### config.mk
export PLATFORM = sky130hd
export DESIGN_NAME = ctrl_multicycle_rv32
export DESIGN_NICKNAME = d
export VERILOG_FILES = /design/src/rtl/ctrl_multicycle_rv32.sv
export SDC_FILE = /design/constraint.sdc
export NUM_CORES = 1
export LEC_CHECK = 0
export CAP_MARGIN = 25
export CELL_PAD_IN_SITES_DETAIL_PLACEMENT = 0
export CELL_PAD_IN_SITES_GLOBAL_PLACEMENT = 2
export CORE_MARGIN = 2
export CORE_UTILIZATION = 21
export DETAILED_ROUTE_END_ITERATION = 16
export MAX_ROUTING_LAYER = met4
export PLACE_DENSITY_LB_ADDON = 0.1
export SLEW_MARGIN = 10
export SYNTH_ARGS = -nofsm -noshare
export SYNTH_HDL_FRONTEND = slang
export SYNTH_SLANG_ARGS = --single-unit
### constraint.sdc
create_clock -name clk -period 4.3 [get_ports clk]
set_clock_uncertainty 0.1 [all_clocks]
set_input_delay 0.86 -clock clk [delete_from_list [all_inputs] [get_ports clk]]
set_output_delay 0.86 -clock clk [all_outputs]
set_load 0.02 [all_outputs]
### src/rtl/ctrl_multicycle_rv32.sv
// Multicycle RV32 control unit: Moore FSM sequencing fetch, decode, memory,
// ALU and branch/jump steps, with a memory-wait timeout that traps.
module ctrl_multicycle_rv32 #(
  parameter int unsigned TIMEOUT_CYCLES = 16
) (
  input  logic        clk,
  input  logic        rst_n,
  input  logic [31:0] instr_d,
  input  logic        zero,
  input  logic        mem_ready,
  output logic [1:0]  ImmSel,
  output logic        ir_write,
  output logic        pc_write,
  output logic        reg_write,
  output logic        mem_req,
  output logic        mem_we,
  output logic [1:0]  alu_src_a,
  output logic [1:0]  alu_src_b,
  output logic [1:0]  alu_op,
  output logic [1:0]  result_src,
  output logic        addr_src,
  output logic        illegal,
  output logic [3:0]  state_o
);

  localparam int unsigned CNT_W = $clog2(TIMEOUT_CYCLES + 1);
  localparam logic [CNT_W-1:0] CNT_LAST = CNT_W'(TIMEOUT_CYCLES - 1);

  localparam logic [6:0] OP_LOAD   = 7'b0000011;
  localparam logic [6:0] OP_STORE  = 7'b0100011;
  localparam logic [6:0] OP_RTYPE  = 7'b0110011;
  localparam logic [6:0] OP_ITYPE  = 7'b0010011;
  localparam logic [6:0] OP_BRANCH = 7'b1100011;
  localparam logic [6:0] OP_JAL    = 7'b1101111;

  localparam logic [2:0] F3_BEQ = 3'b000;
  localparam logic [2:0] F3_BNE = 3'b001;

  localparam logic [1:0] IMM_I  = 2'b00;
  localparam logic [1:0] IMM_S  = 2'b01;
  localparam logic [1:0] IMM_SB = 2'b10;
  localparam logic [1:0] IMM_J  = 2'b11;

  localparam logic [1:0] SRC_A_PC    = 2'b00;
  localparam logic [1:0] SRC_A_OLDPC = 2'b01;
  localparam logic [1:0] SRC_A_RS1   = 2'b10;

  localparam logic [1:0] SRC_B_RS2  = 2'b00;
  localparam logic [1:0] SRC_B_IMM  = 2'b01;
  localparam logic [1:0] SRC_B_FOUR = 2'b10;

  localparam logic [1:0] ALU_ADD   = 2'b00;
  localparam logic [1:0] ALU_SUB   = 2'b01;
  localparam logic [1:0] ALU_FUNCT = 2'b10;

  localparam logic [1:0] RES_ALUOUT = 2'b00;
  localparam logic [1:0] RES_MEM    = 2'b01;
  localparam logic [1:0] RES_ALU    = 2'b10;

  typedef enum logic [3:0] {
    S_IDLE   = 4'd0,
    S_FETCH  = 4'd1,
    S_DECODE = 4'd2,
    S_MEMADR = 4'd3,
    S_MEMRD  = 4'd4,
    S_MEMWB  = 4'd5,
    S_MEMWR  = 4'd6,
    S_EXEC_R = 4'd7,
    S_EXEC_I = 4'd8,
    S_ALUWB  = 4'd9,
    S_BRANCH = 4'd10,
    S_JAL    = 4'd11,
    S_TRAP   = 4'd15
  } state_e;

  state_e           state_q;
  state_e           state_d;
  logic [CNT_W-1:0] cnt_q;
  logic [6:0]       opcode;
  logic [2:0]       funct3;
  logic             wait_st_c;
  logic             timeout_c;
  logic             unused_instr_bits;

  assign opcode  = instr_d[6:0];
  assign funct3  = instr_d[14:12];
  assign state_o = 4'(state_q);
  assign unused_instr_bits = ^{instr_d[31:15], instr_d[11:7]};

  // Memory wait states are the only ones that can stall and time out.
  assign wait_st_c = (state_q == S_FETCH) || (state_q == S_MEMRD) || (state_q == S_MEMWR);
  assign timeout_c = wait_st_c && !mem_ready && (cnt_q == CNT_LAST);

  // State register and wait counter; counter restarts whenever the state changes.
  always_ff @(posedge clk or negedge rst_n) begin
    if (!rst_n) begin
      state_q <= S_IDLE;
      cnt_q   <= '0;
    end else begin
      state_q <= state_d;
      if (state_d != state_q) begin
        cnt_q <= '0;
      end else if (wait_st_c && !mem_ready) begin
        cnt_q <= cnt_q + CNT_W'(1);
      end
    end
  end

  // Next state plus Moore outputs; FETCH and BRANCH strobes are input-qualified.
  always_comb begin
    state_d    = state_q;
    ImmSel     = IMM_I;
    ir_write   = 1'b0;
    pc_write   = 1'b0;
    reg_write  = 1'b0;
    mem_req    = 1'b0;
    mem_we     = 1'b0;
    alu_src_a  = SRC_A_PC;
    alu_src_b  = SRC_B_RS2;
    alu_op     = ALU_ADD;
    result_src = RES_ALUOUT;
    addr_src   = 1'b0;
    illegal    = 1'b0;

    unique case (state_q)
      S_IDLE: begin
        state_d = S_FETCH;
      end

      S_FETCH: begin
        mem_req   = 1'b1;
        alu_src_a = SRC_A_PC;
        alu_src_b = SRC_B_FOUR;
        alu_op    = ALU_ADD;
        if (mem_ready) begin
          ir_write   = 1'b1;
          pc_write   = 1'b1;
          result_src = RES_ALU;
          state_d    = S_DECODE;
        end
      end

      S_DECODE: begin
        alu_src_a = SRC_A_OLDPC;
        alu_src_b = SRC_B_IMM;
        alu_op    = ALU_ADD;
        if (opcode == OP_BRANCH) begin
          ImmSel = IMM_SB;
        end else if (opcode == OP_JAL) begin
          ImmSel = IMM_J;
        end
        case (opcode)
          OP_LOAD, OP_STORE: state_d = S_MEMADR;
          OP_RTYPE:          state_d = S_EXEC_R;
          OP_ITYPE:          state_d = S_EXEC_I;
          OP_BRANCH: begin
            if ((funct3 == F3_BEQ) || (funct3 == F3_BNE)) begin
              state_d = S_BRANCH;
            end else begin
              state_d = S_TRAP;
            end
          end
          OP_JAL:            state_d = S_JAL;
          default:           state_d = S_TRAP;
        endcase
      end

      S_MEMADR: begin
        alu_src_a = SRC_A_RS1;
        alu_src_b = SRC_B_IMM;
        alu_op    = ALU_ADD;
        if (opcode == OP_STORE) begin
          ImmSel  = IMM_S;
          state_d = S_MEMWR;
        end else begin
          ImmSel  = IMM_I;
          state_d = S_MEMRD;
        end
      end

      S_MEMRD: begin
        mem_req  = 1'b1;
        addr_src = 1'b1;
        if (mem_ready) begin
          state_d = S_MEMWB;
        end
      end

      S_MEMWB: begin
        result_src = RES_MEM;
        reg_write  = 1'b1;
        state_d    = S_FETCH;
      end

      S_MEMWR: begin
        mem_req  = 1'b1;
        mem_we   = 1'b1;
        addr_src = 1'b1;
        if (mem_ready) begin
          state_d = S_FETCH;
        end
      end

      S_EXEC_R: begin
        alu_src_a = SRC_A_RS1;
        alu_src_b = SRC_B_RS2;
        alu_op    = ALU_FUNCT;
        state_d   = S_ALUWB;
      end

      S_EXEC_I: begin
        alu_src_a = SRC_A_RS1;
        alu_src_b = SRC_B_IMM;
        alu_op    = ALU_FUNCT;
        ImmSel    = IMM_I;
        state_d   = S_ALUWB;
      end

      S_ALUWB: begin
        result_src = RES_ALUOUT;
        reg_write  = 1'b1;
        state_d    = S_FETCH;
      end

      S_BRANCH: begin
        alu_src_a  = SRC_A_RS1;
        alu_src_b  = SRC_B_RS2;
        alu_op     = ALU_SUB;
        result_src = RES_ALUOUT;
        pc_write   = (funct3 == F3_BEQ) ? zero : !zero;
        state_d    = S_FETCH;
      end

      S_JAL: begin
        alu_src_a  = SRC_A_OLDPC;
        alu_src_b  = SRC_B_FOUR;
        alu_op     = ALU_ADD;
        result_src = RES_ALUOUT;
        pc_write   = 1'b1;
        state_d    = S_ALUWB;
      end

      S_TRAP: begin
        illegal = 1'b1;
        state_d = S_TRAP;
      end

      default: begin
        state_d = S_TRAP;
      end
    endcase

    // A stalled request that hits the limit overrides the normal transition.
    if (timeout_c) begin
      state_d = S_TRAP;
    end
  end

endmodule

==> flow_summary.toml, run 1 <==
[worst_setup_path]
endpoint_kind = "primary output"
crit_fanout = 6
start_kind = "input port"
critical_path_class = "input port to primary output"
cp.required_ns = 3.34
critPathArrivalTime_ns = 2.97

[detailed_routing]
wl_um = 3040
via_count = 1026
drtIter0Drc = 46
drt_pass1_iterations = 4
ant_nets = 0
remaining_drc_errors = 0
wl_per_cell_um = 14.4
routed_via_density = 4.86

[cells_and_area]
fillers = 498
drive_gt1_share_pct = 8.92
area_delta_synth_final_pct = 41.8
fin_cells = 211
ff_latch_area_um2 = 225
multiInputGateArea_um2 = 701
layout.nets = 196
diodes = 0

[clock_network]
clockBufferDepth = 2
clock_latency_ns = 0.23
holdBufCountCts = 0
cts_tree = "yes"
cts.sinks = 9
clock-root-buffer = "clkbuf_8"
cts_resized = 0
path_clk_slew_ns = 0.04
ctsHtreeMaxLevel = 1
post_cts_buffers = 0
cts_buffers = 3

[sta]
hold_violations = 0
fin_crit_ns = 3.93
period_share_pct = 91.4
relSlewSlack_pct = 65.6
tightestPinTransition_ns = 0.514
fin_setup_tns_ns = 0
rsz0062_at_grt = "false"
setup_viol = 0
slew_violations = 0
max_freq_mhz = 255

[power]
power_frac_comb_pct = 71.5
switching_share_pct = 49.4
clkPwrFrac_pct = 11.3
internal_power_uw = 431
vdd_drop_max_mv = 0.188
power.density_nw_per_um2 = 603
leakagePower_nw = 0.520
seq_power_share_pct = 17.2
p_switching_uw = 420

[run_status]
status = "complete, no violations"

[placement]
io_buffer_count = 34
finalWeightedCongestion = 0.749
dp_cells = 207
hpwl_um = 2370

[grt]
grt_use_met2_pct = 19.7
antenna_found_initial = 0
grt_most_used_layer = "met2"
grt_usage_pct = 12.3
grt_pass1_vias = 1003
grt_max_degree = 20
overflow = 0
met1_usage_pct = 16.6
gr-usage-met3_pct = 2.07
grt_pass1_wl_um = 5090

[floorplan]
die_y_um = 72.9
initial_core_util_pct = 21.4
coreArea_um2 = 4660
die_w_um = 72.9
io-pin-count = 57
row_count = 25
floorplan.die_area_um2 = 5310

[yosys]
yosysSeqAreaShare_pct = 22.6
synth_ff_type = "dfrtp_1"
synth_fp_nets = 162
yosys_warnings = 0
synth_area_leader_cell = "dfrtp_1"
ys_types = 47
synth-edff-count = 0
ys_top_cells_by_count = "nor2_1 (17), dfrtp_1 (9), nor3_1 (9)"
yosysMostFrequentCell = "nor2_1"
synth_area_leaders = "dfrtp_1 (23%), nor2_1 (6.4%), nor3_1 (4.5%), xor2_1 (4.4%), nand2b_1 (3.1%)"
synth-async-reset-ratio_pct = 100
syn_area_um2 = 996
netlist_instances = 124
synth_top_area_share_pct = 22.6
avgSynthCellArea_um2 = 8.03
ys_ff_latch = 9

[run]
maxCapViolCount = 0

[worst_hold_path]
hp-class = "register to register"
==> worst paths after layout <==
kind / start / slack [ns] / cells past startpoint / to
setup / recovery: instr_d[3] / 0.37 / 5 / ImmSel[0]
hold / removal: cnt_q[3] / 0.49 / 2 / cnt_q[3]
setup reg to reg: cnt_q[0] / 1.85 / 8 / cnt_q[4]
hold reg to reg: cnt_q[3] / 0.49 / 2 / cnt_q[3]
max in group asynchronous: rst_n / 2.97 / 1 / cnt_q[1]
min in group asynchronous: rst_n / 0.84 / 1 / cnt_q[4]
==> critical path, cell delays in order <==
cell	delay (ns)
clkdlybuf4s50_1	0.48
or3_1	0.50
o21ai_0	0.18
nor4b_1	0.28
clkdlybuf4s50_1	0.67
==> area by class of cell <==
cell class                 instances  share of cell area (%)
timing repair buffer              36                    25.2
tap                               54                    4.78
clock buffer                       4                    3.19
sequential                         9                    15.9
inverter                           5                    1.33
multi-input combinational        103                    49.6
==> logic make-up (layout without fill, tap and decap cells) <==
kind of cell | count (synthesis) | after routing | share of synthesized area (%)
AO/OA/AOI/OAI | 31 | 31 | 26.3
XOR/XNOR | 7 | 7 | 6.16
adder cells (fa/ha/maj) | 2 | 2 | 2.51
buffers and inverters | 12 | 45 | 7.04
flip-flops | 9 | 9 | 22.6
multiplexers | 2 | 2 | 2.01
AND/OR/NAND/NOR | 61 | 61 | 33.4
==> power groups by stage <==
stage | Sequential (mW) | Clock, mW | Combinational (mW)
6_report | 0.146 | 0.0964 | 0.609
5_1_grt | 0.152 | 0.106 | 0.667
4_1_cts | 0.147 | 0.100 | 0.616
3_5_place_dp | 0.148 | 0 | 0.614
3_3_place_gp | 0.149 | 0 | 0.618
2_1_floorplan | 0.143 | 0 | 0.408
==> cells in the final DEF, fill, tap and decap left out, types with 2 or more instances in the layout <==
cell type	instances
clkdlybuf4s50_1	34
nor2_1	17
nor3_1	9
dfrtp_1	9
nand2b_1	5
inv_1	5
nand2_1	5
a21oi_1	5
o21ai_0	5
xor2_1	5
nand4_1	4
nand3_1	4
o22ai_1	3
clkbuf_8	3
nor4b_1	2
and2_1	2
xnor2_1	2
o211ai_1	2
or2_2	2
o31a_1	2
nor2b_1	2
mux2i_1	2
ha_1	2
buf_4	2
==> routing by layer <==
layer,vias to the layer above,routed length [um]
met1,466,1500
met2,27,1400
met5,-,0
met4,0,19
met3,2,115
li1,531,-
==> flip-flops by register name, summed over array words and instances, names as in the netlist <==
name / count
state_o: 4
cnt_q: 5
==> through the flow <==
step / total power, mW / utilization [%] / cell area [um^2] / hold WS (ns) / setup WS (ns)
detailed placement: 0.762 / 29.3 / 1370 / 0.468 / 0.316
finish: 0.852 / 30.3 / 1410 / 0.485 / 0.371
global placement: 0.767 / 29.3 / 1370 / 0.487 / 0.367
floorplan: 0.551 / - / 996 / 0.448 / 1.14
global route: 0.926 / 30.3 / 1410 / 0.512 / 0.183
CTS: 0.863 / 30.3 / 1410 / 0.485 / 0.319
Note: power is estimated with default switching activity, not from simulation.
==> run 2: changes to the inputs <==
CORE_UTILIZATION = 20   (was 21)
GPL_TIMING_DRIVEN = 1   (was default)
clock period = 4.4 ns   (was 4.3 ns; I/O delays follow)
==> flow_summary.toml, run 2 (same netlist as run 1, synthesis figures left out) <==
[floorplan]
coreArea_um2 = 4750
row_count = 25
die_w_um = 74.6
die_y_um = 74.6
initial_core_util_pct = 20.9
floorplan.die_area_um2 = 5560
io-pin-count = 57

[worst_hold_path]
holdPathStages = 2
hp-class = "register to register"
hp-start = "cnt_q[0]"
whs_endpoint = "cnt_q[0]"

[placement]
finalWeightedCongestion = 0.747
io_buffer_count = 34
hpwl_um = 2350
placed_cell_area_um2 = 1380
dp_cells = 219

[detailed_routing]
routed_via_density = 4.63
ant_nets = 0
via_count = 1032
wl_per_cell_um = 13.2
wl_um = 2940
drt_pass1_iterations = 4
drtIter0Drc = 63
remaining_drc_errors = 0

[power]
power.density_nw_per_um2 = 579
seq_power_share_pct = 19.0
clkPwrFrac_pct = 11.3
p_switching_uw = 407
leakagePower_nw = 0.516
vdd_drop_max_mv = 0.130
switching_share_pct = 49.4
internal_power_uw = 416
power_frac_comb_pct = 69.7

[sta]
slew_violations = 0
fin_setup_tns_ns = 0
relSlewSlack_pct = 61.0
rsz0062_at_grt = "false"
period_share_pct = 90.3
setup_viol = 0
fin_crit_ns = 3.98
hold_violations = 0
max_freq_mhz = 252
tightestPinTransition_ns = 0.585
timing.hold.ws_ns = 0.494

[worst_setup_path]
endpoint_kind = "primary output"
crit_fanout = 6
start_kind = "input port"
r2r_start = "cnt_q[0]"
r2r-end = "cnt_q[4]"
r2r_slack_ns = 1.94
critPathArrivalTime_ns = 3.00
reg2regPathDepth = 8
critical_path_class = "input port to primary output"
cp.required_ns = 3.42

[cells_and_area]
layout.nets = 195
final_cell_mix = "clkdlybuf4s50_1 (34), nor2_1 (17), nor3_1 (9), dfrtp_1 (9)"
fin_cells = 223
largest_register_ffs = 5
final_common_cell = "clkdlybuf4s50_1"
diodes = 0
drive_gt1_share_pct = 8.33
area_delta_synth_final_pct = 42.7
fin_area_um2 = 1420
regMostFlops = "cnt_q"
finalCoreUtilization_pct = 29.9

[grt]
grt_usage_pct = 11.8
grt_pass1_wl_um = 5050
grt_max_degree = 20
overflow = 0
antenna_found_initial = 0
grt_pass1_vias = 1010

[run]
maxCapViolCount = 0

[run_status]
status = "complete, no violations"

[clock_network]
holdBufCountCts = 0
cts.sinks = 9
cts_buffers = 3
clock_latency_ns = 0.23
cts_resized = 0
clockBufferDepth = 2
clock-root-buffer = "clkbuf_8"
post_cts_buffers = 0
path_clk_slew_ns = 0.04
ctsHtreeMaxLevel = 1
cts_tree = "yes"
==> run 2: worst max-delay path by stage <==
stage / depth (start not counted) / endpoint / slack (ns) / start
6_report: 5 / ImmSel[0] / 0.42 / instr_d[3]
5_1_grt: 5 / ImmSel[0] / 0.28 / instr_d[3]
4_1_cts: 5 / ImmSel[0] / 0.40 / instr_d[3]
3_5_place_dp: 5 / ImmSel[0] / 0.40 / instr_d[3]
3_3_place_gp: 5 / ImmSel[0] / 0.41 / instr_d[3]
2_1_floorplan: 4 / ImmSel[0] / 1.20 / instr_d[3]
==> run 2: power by group through the flow <==
stage	Combinational [mW]	Clock [mW]	Sequential, mW
after floorplan	0.399	0	0.140
after global placement	0.580	0	0.159
after detailed placement	0.582	0	0.159
after CTS	0.583	0.0969	0.157
after global routing	0.628	0.102	0.164
final	0.573	0.0932	0.156
==> run 2: metal layers <==
metal | routed length, um | track usage (%)
met4 | 0 | 0.595
met1 | 1460 | 16.8
met5 | 0 | -
met2 | 1380 | 18.6
met3 | 95 | 2.03
==> run 2: through the flow <==
stage / setup WS [ns] / power, mW
after floorplan: 1.20 / 0.538
after global placement: 0.408 / 0.739
after detailed placement: 0.401 / 0.741
after CTS: 0.403 / 0.837
after global routing: 0.281 / 0.895
final: 0.425 / 0.823
==> run 2: worst max-delay path, stage by stage <==
cell             delay (ns)
clkdlybuf4s50_1        0.48
or3_1                  0.49
o21ai_0                0.20
nor4b_1                0.28
clkdlybuf4s50_1        0.66
==> run 2: final cells by class <==
type	count	area, um^2
Fill cell	537	3330
Clock buffer	4	45.0
Sequential cell	9	225
Inverter	5	18.8
Tap cell	67	83.8
Multi-Input combinational cell	103	701
Timing Repair Buffer	35	348
==> run 3: changes to the inputs <==
CORE_MARGIN = default   (was 2)
==> flow_summary.toml, run 3 (same netlist as run 1, synthesis figures left out) <==
[power]
power.density_nw_per_um2 = 582
leakagePower_nw = 0.516
total_power_uw = 827
vdd_drop_max_mv = 0.138

[sta]
timing.hold.ws_ns = 0.496
fin_setup_tns_ns = 0
relSlewSlack_pct = 59.1
slew_violations = 0
setup_viol = 0
fin_crit_ns = 3.95
period_share_pct = 89.8
rsz0062_at_grt = "false"
tightestPinTransition_ns = 0.613
hold_violations = 0
max_freq_mhz = 253

[cells_and_area]
final_common_cell = "clkdlybuf4s50_1"
fillers = 552
layout.nets = 195
regMostFlops = "cnt_q"
drive_gt1_share_pct = 8.33
finalCoreUtilization_pct = 29.9
area_delta_synth_final_pct = 42.7
diodes = 0
final_cell_mix = "clkdlybuf4s50_1 (34), nor2_1 (17), nor3_1 (9), dfrtp_1 (9)"
largest_register_ffs = 5
fin_cells = 223

[placement]
hpwl_um = 2360
finalWeightedCongestion = 0.724
io_buffer_count = 34
dp_cells = 219

[detailed_routing]
wl_um = 3010
routed_via_density = 4.70
remaining_drc_errors = 0
via_count = 1049
wl_per_cell_um = 13.5
drtIter0Drc = 39
ant_nets = 0
drt_pass1_iterations = 4

[worst_setup_path]
path_cells = "clkdlybuf4s50_1 > or3_1 > o21ai_0 > nor4b_1 > clkdlybuf4s50_1"
endpoint_kind = "primary output"
cpLargestDelayFamily = "buffers and inverters"
start_kind = "input port"
cp.buffers_inverters = 2
reg2regPathDepth = 6
cp_slowest_stage_delay_ns = 0.66
r2r-end = "cnt_q[0]"
critPathMostFrequentCell = "clkdlybuf4s50_1"
critPathArrivalTime_ns = 2.97
crit_fanout = 6
r2r_slack_ns = 1.93
critical_path_class = "input port to primary output"
cp_slowest_cell = "clkdlybuf4s50_1"
cp.required_ns = 3.42
r2r_start = "state_o[0]"

[clock_network]
post_cts_buffers = 0
cts.sinks = 9
cts_buffers = 3
cts_tree = "yes"
clockBufferDepth = 2
holdBufCountCts = 0
clock_latency_ns = 0.23
path_clk_slew_ns = 0.04
cts_resized = 0
clock-root-buffer = "clkbuf_8"
ctsHtreeMaxLevel = 1

[floorplan]
initial_core_util_pct = 20.9
coreArea_um2 = 4750
die_w_um = 72.6
floorplan.die_area_um2 = 5270
die_y_um = 72.6
io-pin-count = 57
row_count = 25

[grt]
overflow = 0
antenna_found_initial = 0
grt_usage_pct = 12.6
grt_max_degree = 20
grt_pass1_vias = 1026
grt_pass1_wl_um = 5110

[worst_hold_path]
hp-start = "cnt_q[0]"
whs_endpoint = "cnt_q[0]"
hp-class = "register to register"
holdPathStages = 2

[run]
maxCapViolCount = 0

[run_status]
status = "complete, no violations"
[run 3: how the worst max path moves through the flow]
stage                from   endpoint  cells after the start
3_3_place_gp   instr_d[3]  ImmSel[0]                      5
4_1_cts        instr_d[3]  ImmSel[0]                      5
6_report       instr_d[3]  ImmSel[0]                      5
5_1_grt        instr_d[3]  ImmSel[0]                      5
3_5_place_dp   instr_d[3]  ImmSel[0]                      5
2_1_floorplan  instr_d[3]  ImmSel[0]                      4
[run 3: area by class of cell]
class | count | area [um^2] | area share (%)
clock buffer | 4 | 45.0 | 3.17
timing repair buffer | 35 | 348 | 24.5
tap | 67 | 83.8 | 5.90
multi-input combinational | 103 | 701 | 49.3
inverter | 5 | 18.8 | 1.32
sequential | 9 | 225 | 15.8
[run 3: power breakdown]
| group | internal, mW | total (mW) | leakage (nW) | switching [mW] |
|---|---|---|---|---|
| registers | 0.102 | 0.158 | 0.119 | 0.0562 |
| clock network | 0.0630 | 0.0938 | 0.0228 | 0.0308 |
| logic | 0.252 | 0.575 | 0.374 | 0.324 |
[run 3: metrics by stage]
stage          setup WS [ns]  cell area (um^2)
6_report               0.450              1420
3_5_place_dp           0.421              1380
5_1_grt                0.315              1420
2_1_floorplan           1.20               996
4_1_cts                0.422              1420
3_3_place_gp           0.411              1380
[run 3: worst register-to-register path, cell delays in order, from the launching register on]
cell and delay, ns:
dfrtp_1 0.60, or4b_1 0.63, a2111o_1 0.43, nand3_1 0.09, a21oi_1 0.06, o22ai_2 0.32
nor3_1 0.11
[run 3: routing by layer]
| metal | vias up | share of wire, % | GRT usage (%) |
|---|---|---|---|
| li1 | 527 | - | - |
| met3 | 2 | 3.5 | 2.22 |
| met2 | 28 | 46 | 20.6 |
| met4 | 0 | 0.23 | 1.31 |
| met1 | 492 | 50 | 16.8 |
| met5 | - | 0 | - |
